### src/rtl/alu_result_stage_pkg.sv
// Shared ALU opcode, branch-condition and flag-index definitions.
// Also holds the per-opcode flag-write and register-write decode.
package alu_result_stage_pkg;

  localparam logic [3:0] OP_ADD = 4'd0;
  localparam logic [3:0] OP_SUB = 4'd1;
  localparam logic [3:0] OP_CMP = 4'd5;
  localparam logic [3:0] OP_RSV7 = 4'd7;
  localparam logic [3:0] OP_SRA = 4'd11;
  localparam logic [3:0] OP_IN = 4'd12;
  localparam logic [3:0] OP_OUT = 4'd13;
  localparam logic [3:0] OP_RSV14 = 4'd14;
  localparam logic [3:0] OP_HLT = 4'd15;

  localparam logic [2:0] BR_BE = 3'd0;
  localparam logic [2:0] BR_BLT = 3'd1;
  localparam logic [2:0] BR_BLE = 3'd2;
  localparam logic [2:0] BR_BNE = 3'd3;
  localparam logic [2:0] BR_ALWAYS = 3'd4;

  localparam int unsigned FLAG_S = 3;
  localparam int unsigned FLAG_Z = 2;
  localparam int unsigned FLAG_C = 1;
  localparam int unsigned FLAG_V = 0;

  // Arithmetic/logic ops 0..11 update flags, except the reserved op 7.
  function automatic logic op_writes_flags(input logic [3:0] op);
    return (op <= OP_SRA) && (op != OP_RSV7);
  endfunction

  function automatic logic op_writes_reg(input logic [3:0] op);
    return !(op inside {OP_CMP, OP_RSV7, OP_OUT, OP_RSV14, OP_HLT});
  endfunction

endpackage

### src/rtl/branch_cond_eval.sv
// Combinational conditional-branch decision from a {S,Z,C,V} flag set.
module branch_cond_eval
  import alu_result_stage_pkg::*;
(
  input  logic [3:0] eval_flags,
  input  logic [2:0] br_cond,
  output logic       taken
);

  logic s, z, v;
  assign s = eval_flags[FLAG_S];
  assign z = eval_flags[FLAG_Z];
  assign v = eval_flags[FLAG_V];

  always_comb begin
    taken = 1'b0;
    case (br_cond)
      BR_BE:     taken = z;
      BR_BLT:    taken = s ^ v;
      BR_BLE:    taken = z | (s ^ v);
      BR_BNE:    taken = ~z;
      BR_ALWAYS: taken = 1'b1;
      default:   taken = 1'b0;
    endcase
  end

endmodule

### src/rtl/alu_result_stage.sv
// ALU result stage: flag register, 2-entry writeback queue, branch
// evaluation with same-cycle flag bypass, and HLT freeze.
module alu_result_stage
  import alu_result_stage_pkg::*;
#(
  parameter int unsigned DATA_W = 16,
  parameter int unsigned RD_W   = 3
) (
  input  logic              clk,
  input  logic              rst_n,
  input  logic              in_valid,
  output logic              in_ready,
  input  logic [3:0]        in_op,
  input  logic [DATA_W-1:0] in_res,
  input  logic              in_s,
  input  logic              in_z,
  input  logic              in_c,
  input  logic              in_v,
  input  logic [RD_W-1:0]   in_rd,
  input  logic              in_we,
  output logic              out_valid,
  input  logic              out_ready,
  output logic [DATA_W-1:0] out_res,
  output logic [RD_W-1:0]   out_rd,
  output logic              out_we,
  output logic              out_halt,
  output logic [3:0]        flags,
  input  logic              br_valid,
  input  logic [2:0]        br_cond,
  output logic              br_taken,
  output logic              br_done,
  output logic              halted
);

  typedef enum logic [0:0] {StRun, StHalt} state_e;

  state_e            state_q;
  logic [DATA_W-1:0] res_q [2];
  logic [RD_W-1:0]   rd_q [2];
  logic [1:0]        we_q, halt_q;
  logic              wr_ptr_q, rd_ptr_q;
  logic [1:0]        count_q;
  logic [3:0]        flags_q;
  logic              br_taken_q, br_done_q;

  logic       accept, pop, flag_wr, cond_taken;
  logic [3:0] in_flags, eval_flags;

  // in_ready depends only on registers so upstream sees no comb path.
  assign in_ready  = (count_q != 2'd2) && (state_q == StRun);
  assign accept    = in_valid & in_ready;
  assign out_valid = (count_q != 2'd0);
  assign pop       = out_valid & out_ready;
  assign in_flags  = {in_s, in_z, in_c, in_v};
  assign flag_wr   = accept & op_writes_flags(in_op);
  assign eval_flags = flag_wr ? in_flags : flags_q;

  assign out_res  = res_q[rd_ptr_q];
  assign out_rd   = rd_q[rd_ptr_q];
  assign out_we   = we_q[rd_ptr_q];
  assign out_halt = halt_q[rd_ptr_q];
  assign flags    = flags_q;
  assign br_taken = br_taken_q;
  assign br_done  = br_done_q;
  assign halted   = (state_q == StHalt);

  branch_cond_eval u_branch_cond_eval (
    .eval_flags (eval_flags),
    .br_cond    (br_cond),
    .taken      (cond_taken)
  );

  always_ff @(posedge clk or negedge rst_n) begin
    if (!rst_n) begin
      for (int i = 0; i < 2; i++) begin
        res_q[i] <= '0;
        rd_q[i]  <= '0;
      end
      we_q     <= '0;
      halt_q   <= '0;
      wr_ptr_q <= 1'b0;
      rd_ptr_q <= 1'b0;
      count_q  <= 2'd0;
    end else begin
      if (accept) begin
        res_q[wr_ptr_q]  <= in_res;
        rd_q[wr_ptr_q]   <= in_rd;
        we_q[wr_ptr_q]   <= in_we & op_writes_reg(in_op);
        halt_q[wr_ptr_q] <= (in_op == OP_HLT);
        wr_ptr_q         <= ~wr_ptr_q;
      end
      if (pop) begin
        rd_ptr_q <= ~rd_ptr_q;
      end
      if (accept && !pop) begin
        count_q <= count_q + 2'd1;
      end else if (!accept && pop) begin
        count_q <= count_q - 2'd1;
      end
    end
  end

  always_ff @(posedge clk or negedge rst_n) begin
    if (!rst_n) begin
      flags_q    <= 4'd0;
      br_taken_q <= 1'b0;
      br_done_q  <= 1'b0;
    end else begin
      if (flag_wr) begin
        flags_q <= in_flags;
      end
      br_done_q  <= br_valid;
      br_taken_q <= br_valid && (state_q == StRun) && cond_taken;
    end
  end

  always_ff @(posedge clk or negedge rst_n) begin
    if (!rst_n) begin
      state_q <= StRun;
    end else begin
      case (state_q)
        StRun:   if (accept && (in_op == OP_HLT)) state_q <= StHalt;
        StHalt:  state_q <= StHalt;
        default: state_q <= StRun;
      endcase
    end
  end

endmodule

### config.mk
export PLATFORM = sky130hd
export DESIGN_NAME = alu_result_stage
export DESIGN_NICKNAME = d
export VERILOG_FILES = /design/src/rtl/alu_result_stage_pkg.sv /design/src/rtl/branch_cond_eval.sv /design/src/rtl/alu_result_stage.sv
export SDC_FILE = /design/constraint.sdc
export NUM_CORES = 1
export LEC_CHECK = 0
export ABC_CLOCK_PERIOD_IN_PS = 2400
export BUFFER_PORTS_ARGS = -buffer_cell sky130_fd_sc_hd__buf_2
export CORE_MARGIN = 8
export CORE_UTILIZATION = 40
export CTS_CLUSTER_SIZE = 8
export DETAILED_ROUTE_END_ITERATION = 12
export PLACE_DENSITY_LB_ADDON = 0.05
export SLEW_MARGIN = 20
export SYNTH_ARGS = -nofsm -noshare
export SYNTH_HDL_FRONTEND = slang
export SYNTH_SLANG_ARGS = --single-unit
### constraint.sdc
create_clock -name clk -period 2.4 [get_ports clk]
set_input_delay 0.36 -clock clk [delete_from_list [all_inputs] [get_ports clk]]
set_output_delay 0.36 -clock clk [all_outputs]
set_load 0.03 [all_outputs]
Word level (Yosys, flattened, before mapping)
Cells that the tools add are included.
Widths: inputs -> output; s select.
{"block": "word_totals", "in_bits": 36, "output_inout_bits": 30, "wordCells": 88, "regBits": 53}
{"block": "classes", "n_eq_ne": 11, "n_mux": 26, "order_cmp": 7, "bitwise_logic": 12, "reduce_logical": 16, "add_sub_neg": 2}
{"operator": "$mux 16", "n": 4}
{"operator": "$bwmux 32", "n": 1}
{"operator": "$demux 16 s1", "n": 1}
{"operator": "$eq 4x4->1 const B", "n": 3}
{"operator": "$mux 3", "n": 4}
{"operator": "$logic_and 1x1->1", "n": 9}
{"operator": "$eq 4x3->1 const B", "n": 2}
{"operator": "$bwmux 6", "n": 1}
{"operator": "$eq 3x2->1 const B", "n": 2}
{"operator": "$mux 1", "n": 6}
{"operator": "$pmux 1 s5", "n": 1}
{"operator": "$reduce_bool 5->1", "n": 1}
{"operator": "$and 1x1->1", "n": 4}
{"operator": "$bwmux 2", "n": 2}
{"operator": "$ge 2x2->1 const B", "n": 2}
{"operator": "$le 4x4->1 const B", "n": 1}
{"operator": "$lt 1x2->1 const B", "n": 2}
{"operator": "$mux 2", "n": 2}
{"operator": "$mux 4", "n": 1}
{"operator": "$ne 4x3->1 const B", "n": 1}
{"operator": "$not 1->1", "n": 4}
{"operator": "$not 1->2", "n": 2}
{"operator": "$reduce_bool 2->1", "n": 2}
{"operator": "$demux 3 s1", "n": 1}
{"operator": "other kinds (13)", "n": 15}

Longest topological paths before layout
{"block": "logic_depth", "ltp_word": 9, "depth_mapped": 8, "mapped_depth_nobuf": 8}

Cells and area by module
Synthesis repeated with hierarchy kept, for this count alone.
{"block": "hier_totals", "hier_cells": 161, "area_unflattened_um2": 2407.3}
{"mod": "alu_result_stage", "n_inst": 1, "cells_each": 153, "area_per_inst_um2": 2353.5, "seq_area_each_um2": 1326.3}
{"mod": "branch_cond_eval", "n_inst": 1, "cells_each": 8, "area_per_inst_um2": 53.8, "seq_area_each_um2": 0.0}

Worst setup path after synthesis
No wires, ideal clock.
{"block": "synth_timing", "path_type": "register to register", "startpoint": "reg state_q, in the netlist halted", "endpoint": "reg br_taken_q, in the netlist br_taken", "slack_ns": 0.341, "period_less_slack_ns": 2.059, "path_buffers": 0, "setup_ns": 0.100, "arrival_time_ns": 1.959, "required_ns": 2.300, "path_stages_with_launch": 6, "cell_sequence": "dfrtp_1 > nand2b_1 > a211oi_4 > mux4_1 > nand2_1 > nor4bb_1"}
{"block": "synth_via", "elab_chain_cells": 9, "elab_cells_between_ends": 11, "cone_classes": "mux: 2; bitwise: 6; reduce/logical: 3"}
{"element": "from (decl)", "line": "alu_result_stage.sv:37", "rtl": "state_e state_q;"}
{"element": "from (signal assigned)", "line": "alu_result_stage.sv:119", "rtl": "state_q <= StRun;"}
{"element": "from (signal assigned)", "line": "alu_result_stage.sv:122", "rtl": "StRun: if (accept && (in_op == OP_HLT)) state_q <= StHalt;"}
{"element": "from (signal assigned)", "line": "alu_result_stage.sv:123", "rtl": "StHalt: state_q <= StHalt;"}
{"element": "$not 1->1 (*)", "line": "alu_result_stage.sv:50, alu_result_stage.sv:113"}
{"element": "$logic_and 1x1->1", "line": "alu_result_stage.sv:50", "rtl": "assign in_ready = (count_q != 2'd2) && (state_q == StRun);"}
{"element": "$and 1x1->1", "line": "alu_result_stage.sv:51", "rtl": "assign accept = in_valid & in_ready;"}
{"element": "$and 1x1->1", "line": "alu_result_stage.sv:55", "rtl": "assign flag_wr = accept & op_writes_flags(in_op);"}
{"element": "$mux 4"}
{"element": "$xor 1x1->1", "line": "branch_cond_eval.sv:19, branch_cond_eval.sv:20"}
{"element": "$or 1x1->1", "line": "branch_cond_eval.sv:20", "rtl": "BR_BLE: taken = z | (s ^ v);"}
{"element": "$pmux 1 s5", "line": "branch_cond_eval.sv:17", "rtl": "case (br_cond)"}
{"element": "$logic_and 1x1->1 (*)", "line": "alu_result_stage.sv:113", "rtl": "br_taken_q <= br_valid && (state_q == StRun) && cond_taken;"}
{"element": "to (signal assigned)", "line": "alu_result_stage.sv:113"}
{"element": "to (decl)", "line": "alu_result_stage.sv:44", "rtl": "logic br_taken_q, br_done_q;"}
Mark *: on every way between the ends. The rest lies on a longest branch, timed or not.
A chain may end at the register's enable or synchronous reset.

Worst setup path in the final report
{"block": "layout_timing", "startpoint": "reg rd_ptr_q", "endpoint": "out out_rd[0]"}
{"block": "layout_via", "elab_chain_cells": 4}
{"element": "from (decl)", "line": "alu_result_stage.sv:41", "rtl": "logic wr_ptr_q, rd_ptr_q;"}
{"element": "from (signal assigned)", "line": "alu_result_stage.sv:93", "rtl": "rd_ptr_q <= ~rd_ptr_q;"}
{"element": "$not 1->2 (not written as such)", "line": "alu_result_stage.sv:59", "rtl": "assign out_rd = rd_q[rd_ptr_q];"}
{"element": "$mux 3 (not written as such) (3 in series)", "line": "alu_result_stage.sv:59"}
{"element": "to (decl)", "line": "alu_result_stage.sv:24", "rtl": "output logic [RD_W-1:0] out_rd,"}
No other way between the ends. The select of a mux whose other input is x is not followed.

==> results.cfg <==
[run_status]
status = finished clean

[critical_path]
crit_path_end = out_rd[0]
crit_required_ns = 2.04
r2r-start = halted$_DFF_PN0_
path_max_fanout = 16
start_kind = flop
end_kind = primary output
reg2reg_slack_ns = 0.55
reg2reg_depth = 4
r2r_end = res_q[30]$_DFFE_PN0P_
critPathKind = flop to primary output
crit_start = rd_ptr_q$_DFFE_PN0P_
arrival_ns = 1.60

[yosys]
ys_types = 27
avgSynthCellArea_um2 = 14.43
netlist.area_leader.share = 0.5605
synthCells = 164
synthArstFlopShare = 1.000
syn_nets = 201
ys_top_cells_by_area = dfrtp_1, mux2_1, mux2_2, nand2_1, xnor2_1
synthesis.area_um2 = 2366
synth_top_cell_by_area = dfrtp_1
ys_seq_area_frac = 0.5605
synth_edf_count = 0
ys.flop_type = dfrtp_1
ys_warn_count = 0
ys_ff_latch = 53

[drt]
dr.first_iter.drc_count = 52
routedWlPerCell_um = 15.86
drc = 0
postRouteAntennaNets = 0
drt_pass1_iterations = 4
wl_um = 4931
vias_per_cell = 5.032
via_count = 1565

[finish]
drive_gt1_frac = 0.4915
diodes = 0
area.growth.synth_to_final_pct = 23.48
nNetsFinal = 273

[cts]
clk_pin_slew_ns = 0.09
htreeDepth = 2
cts_made_buffers = 5
clock_path_buffers = 2
cts_setup_buffers = 0
cts_tree = yes
clk_latency_ns = 0.30
post_cts_resized = 0
root_buffer = clkbuf_8
hold_buffers = 0
cts_sinks = 53

[floorplanning]
core_um2 = 5816
pin_count = 66
die_area_um2 = 8632
fp.dieH_um = 92.91
initial_core_util = 0.4068
std_cell_rows = 28
die_w_um = 92.91

[sta]
final-hold-violation-count = 0
worst_slew_pin_slew_ns = 0.5875
rsz0062_at_grt = false
setup_viol = 0
relSlewSlack = 0.6083
tns_ns = 0
finalCriticalPeriod_ns = 1.965
maxSlewViolCount = 0
fmax_mhz = 509.0
timing.final.crit_share = 0.8186
fin_worst_skew_ns = 0.009310
fin_hold_ws_ns = 0.04924

[power]
powerDensity_nw_per_um2 = 1509
leakagePower_nw = 1.365
peakVddDrop_uv = 700.5

[placement]
port_buffers = 65
dp_hpwl_um = 3888
gp_congestion = 0.7303

[global_route]
grt-ovfl-total = 0
grt_max_degree = 29
track_usage = 0.1206
grt_pass1_wl_um = 8369
antenna_found_initial = 0
grt_pass1_vias = 1700

[min_path]
hold_class = primary input to asynchronous set/reset pin

[flow_run]
maxCapViolCount = 0
synthesized netlist by cell type, types with 2 or more instances:
cell type / number
mux2_1: 31
o21ai_0: 6
buf_1: 2
mux2_2: 31
dfrtp_1: 53
nand2b_1: 2
xnor2_1: 4
nor2_1: 2
buf_2: 5
nand2_1: 10
xor2_1: 2
metal layers:
metal	track usage	vias up	routed length [um]
met5	0	-	0
met2	0.2047	45	2454
met3	0.04854	8	387
met4	0.03624	0	68
met1	0.1355	790	2022
li1	-	722	-
sequential cells by signal, indices dropped and copies added (netlist names), 2 cells and up:
name / cells
halt_q: 2
res_q: 32
we_q: 2
count_q: 2
flags: 4
rd_q: 6
stage by stage:
stage          cells  instance area (um^2)  utilization  setup slack (ns)  total power, mW
2_1_floorplan    164                  2366            -            0.3409            3.238
3_3_place_gp     304                  2818       0.4845            0.4689            3.815
3_5_place_dp     304                  2818       0.4845            0.4752            3.899
4_1_cts          311                  2922       0.5024            0.4047            4.482
5_1_grt          311                  2922       0.5024            0.3345            4.706
6_report         311                  2922       0.5024            0.4355            4.409
cell families (layout without fill, tap and decap cells):
group,Yosys count,count (layout),synth area share
xor+xnor,6,6,0.02221
mux,65,65,0.3168
buf+inv,9,81,0.01692
flops,53,53,0.5605
fa+ha+maj,1,1,0.005287
compound gates,11,11,0.03596
simple gates,19,19,0.04231
worst min-delay path by stage:
stage / start / endpoint / slack, ns / depth (start not counted)
floorplan: rst_n / br_done$_DFF_PN0_ / 0.06 / 0
global placement: rst_n / res_q[7]$_DFFE_PN0P_ / 0.39 / 1
detailed placement: rst_n / res_q[23]$_DFFE_PN0P_ / 0.40 / 1
CTS: rst_n / res_q[23]$_DFFE_PN0P_ / 0.07 / 1
global route: rst_n / res_q[23]$_DFFE_PN0P_ / 0.08 / 1
finish: rst_n / res_q[23]$_DFFE_PN0P_ / 0.05 / 1
cell type report:
type | instances | area, um^2
multi-input combinational | 102 | 999.7
sequential | 53 | 1326
clock inverter | 2 | 35.03
clock buffer | 5 | 68.82
fill | 523 | 2894
inverter | 2 | 7.507
timing repair buffer | 72 | 390.4
tap | 75 | 93.84
critical path: stages (launching register included):
cell and delay, ns:
dfrtp_1 0.56, buf_12 0.21, mux2_2 0.36, buf_2 0.18
power breakdown:
group	internal, mW	total, mW	switching, mW
registers	1.33	1.58	0.255
logic	0.969	2.25	1.28
clock network	0.303	0.576	0.272
placed cells by master (no fill, tap or decap), drive strengths merged, types with 2 or more instances in the layout:
master | netlist | final
buf | 7 | 72
mux2 | 63 | 63
dfrtp | 53 | 53
nand2 | 10 | 10
o21ai | 6 | 6
clkbuf | 0 | 5
xnor2 | 4 | 4
nor2 | 2 | 2
nand2b | 2 | 2
xor2 | 2 | 2
inv | 2 | 2
Power figures use the tool's default switching activity.
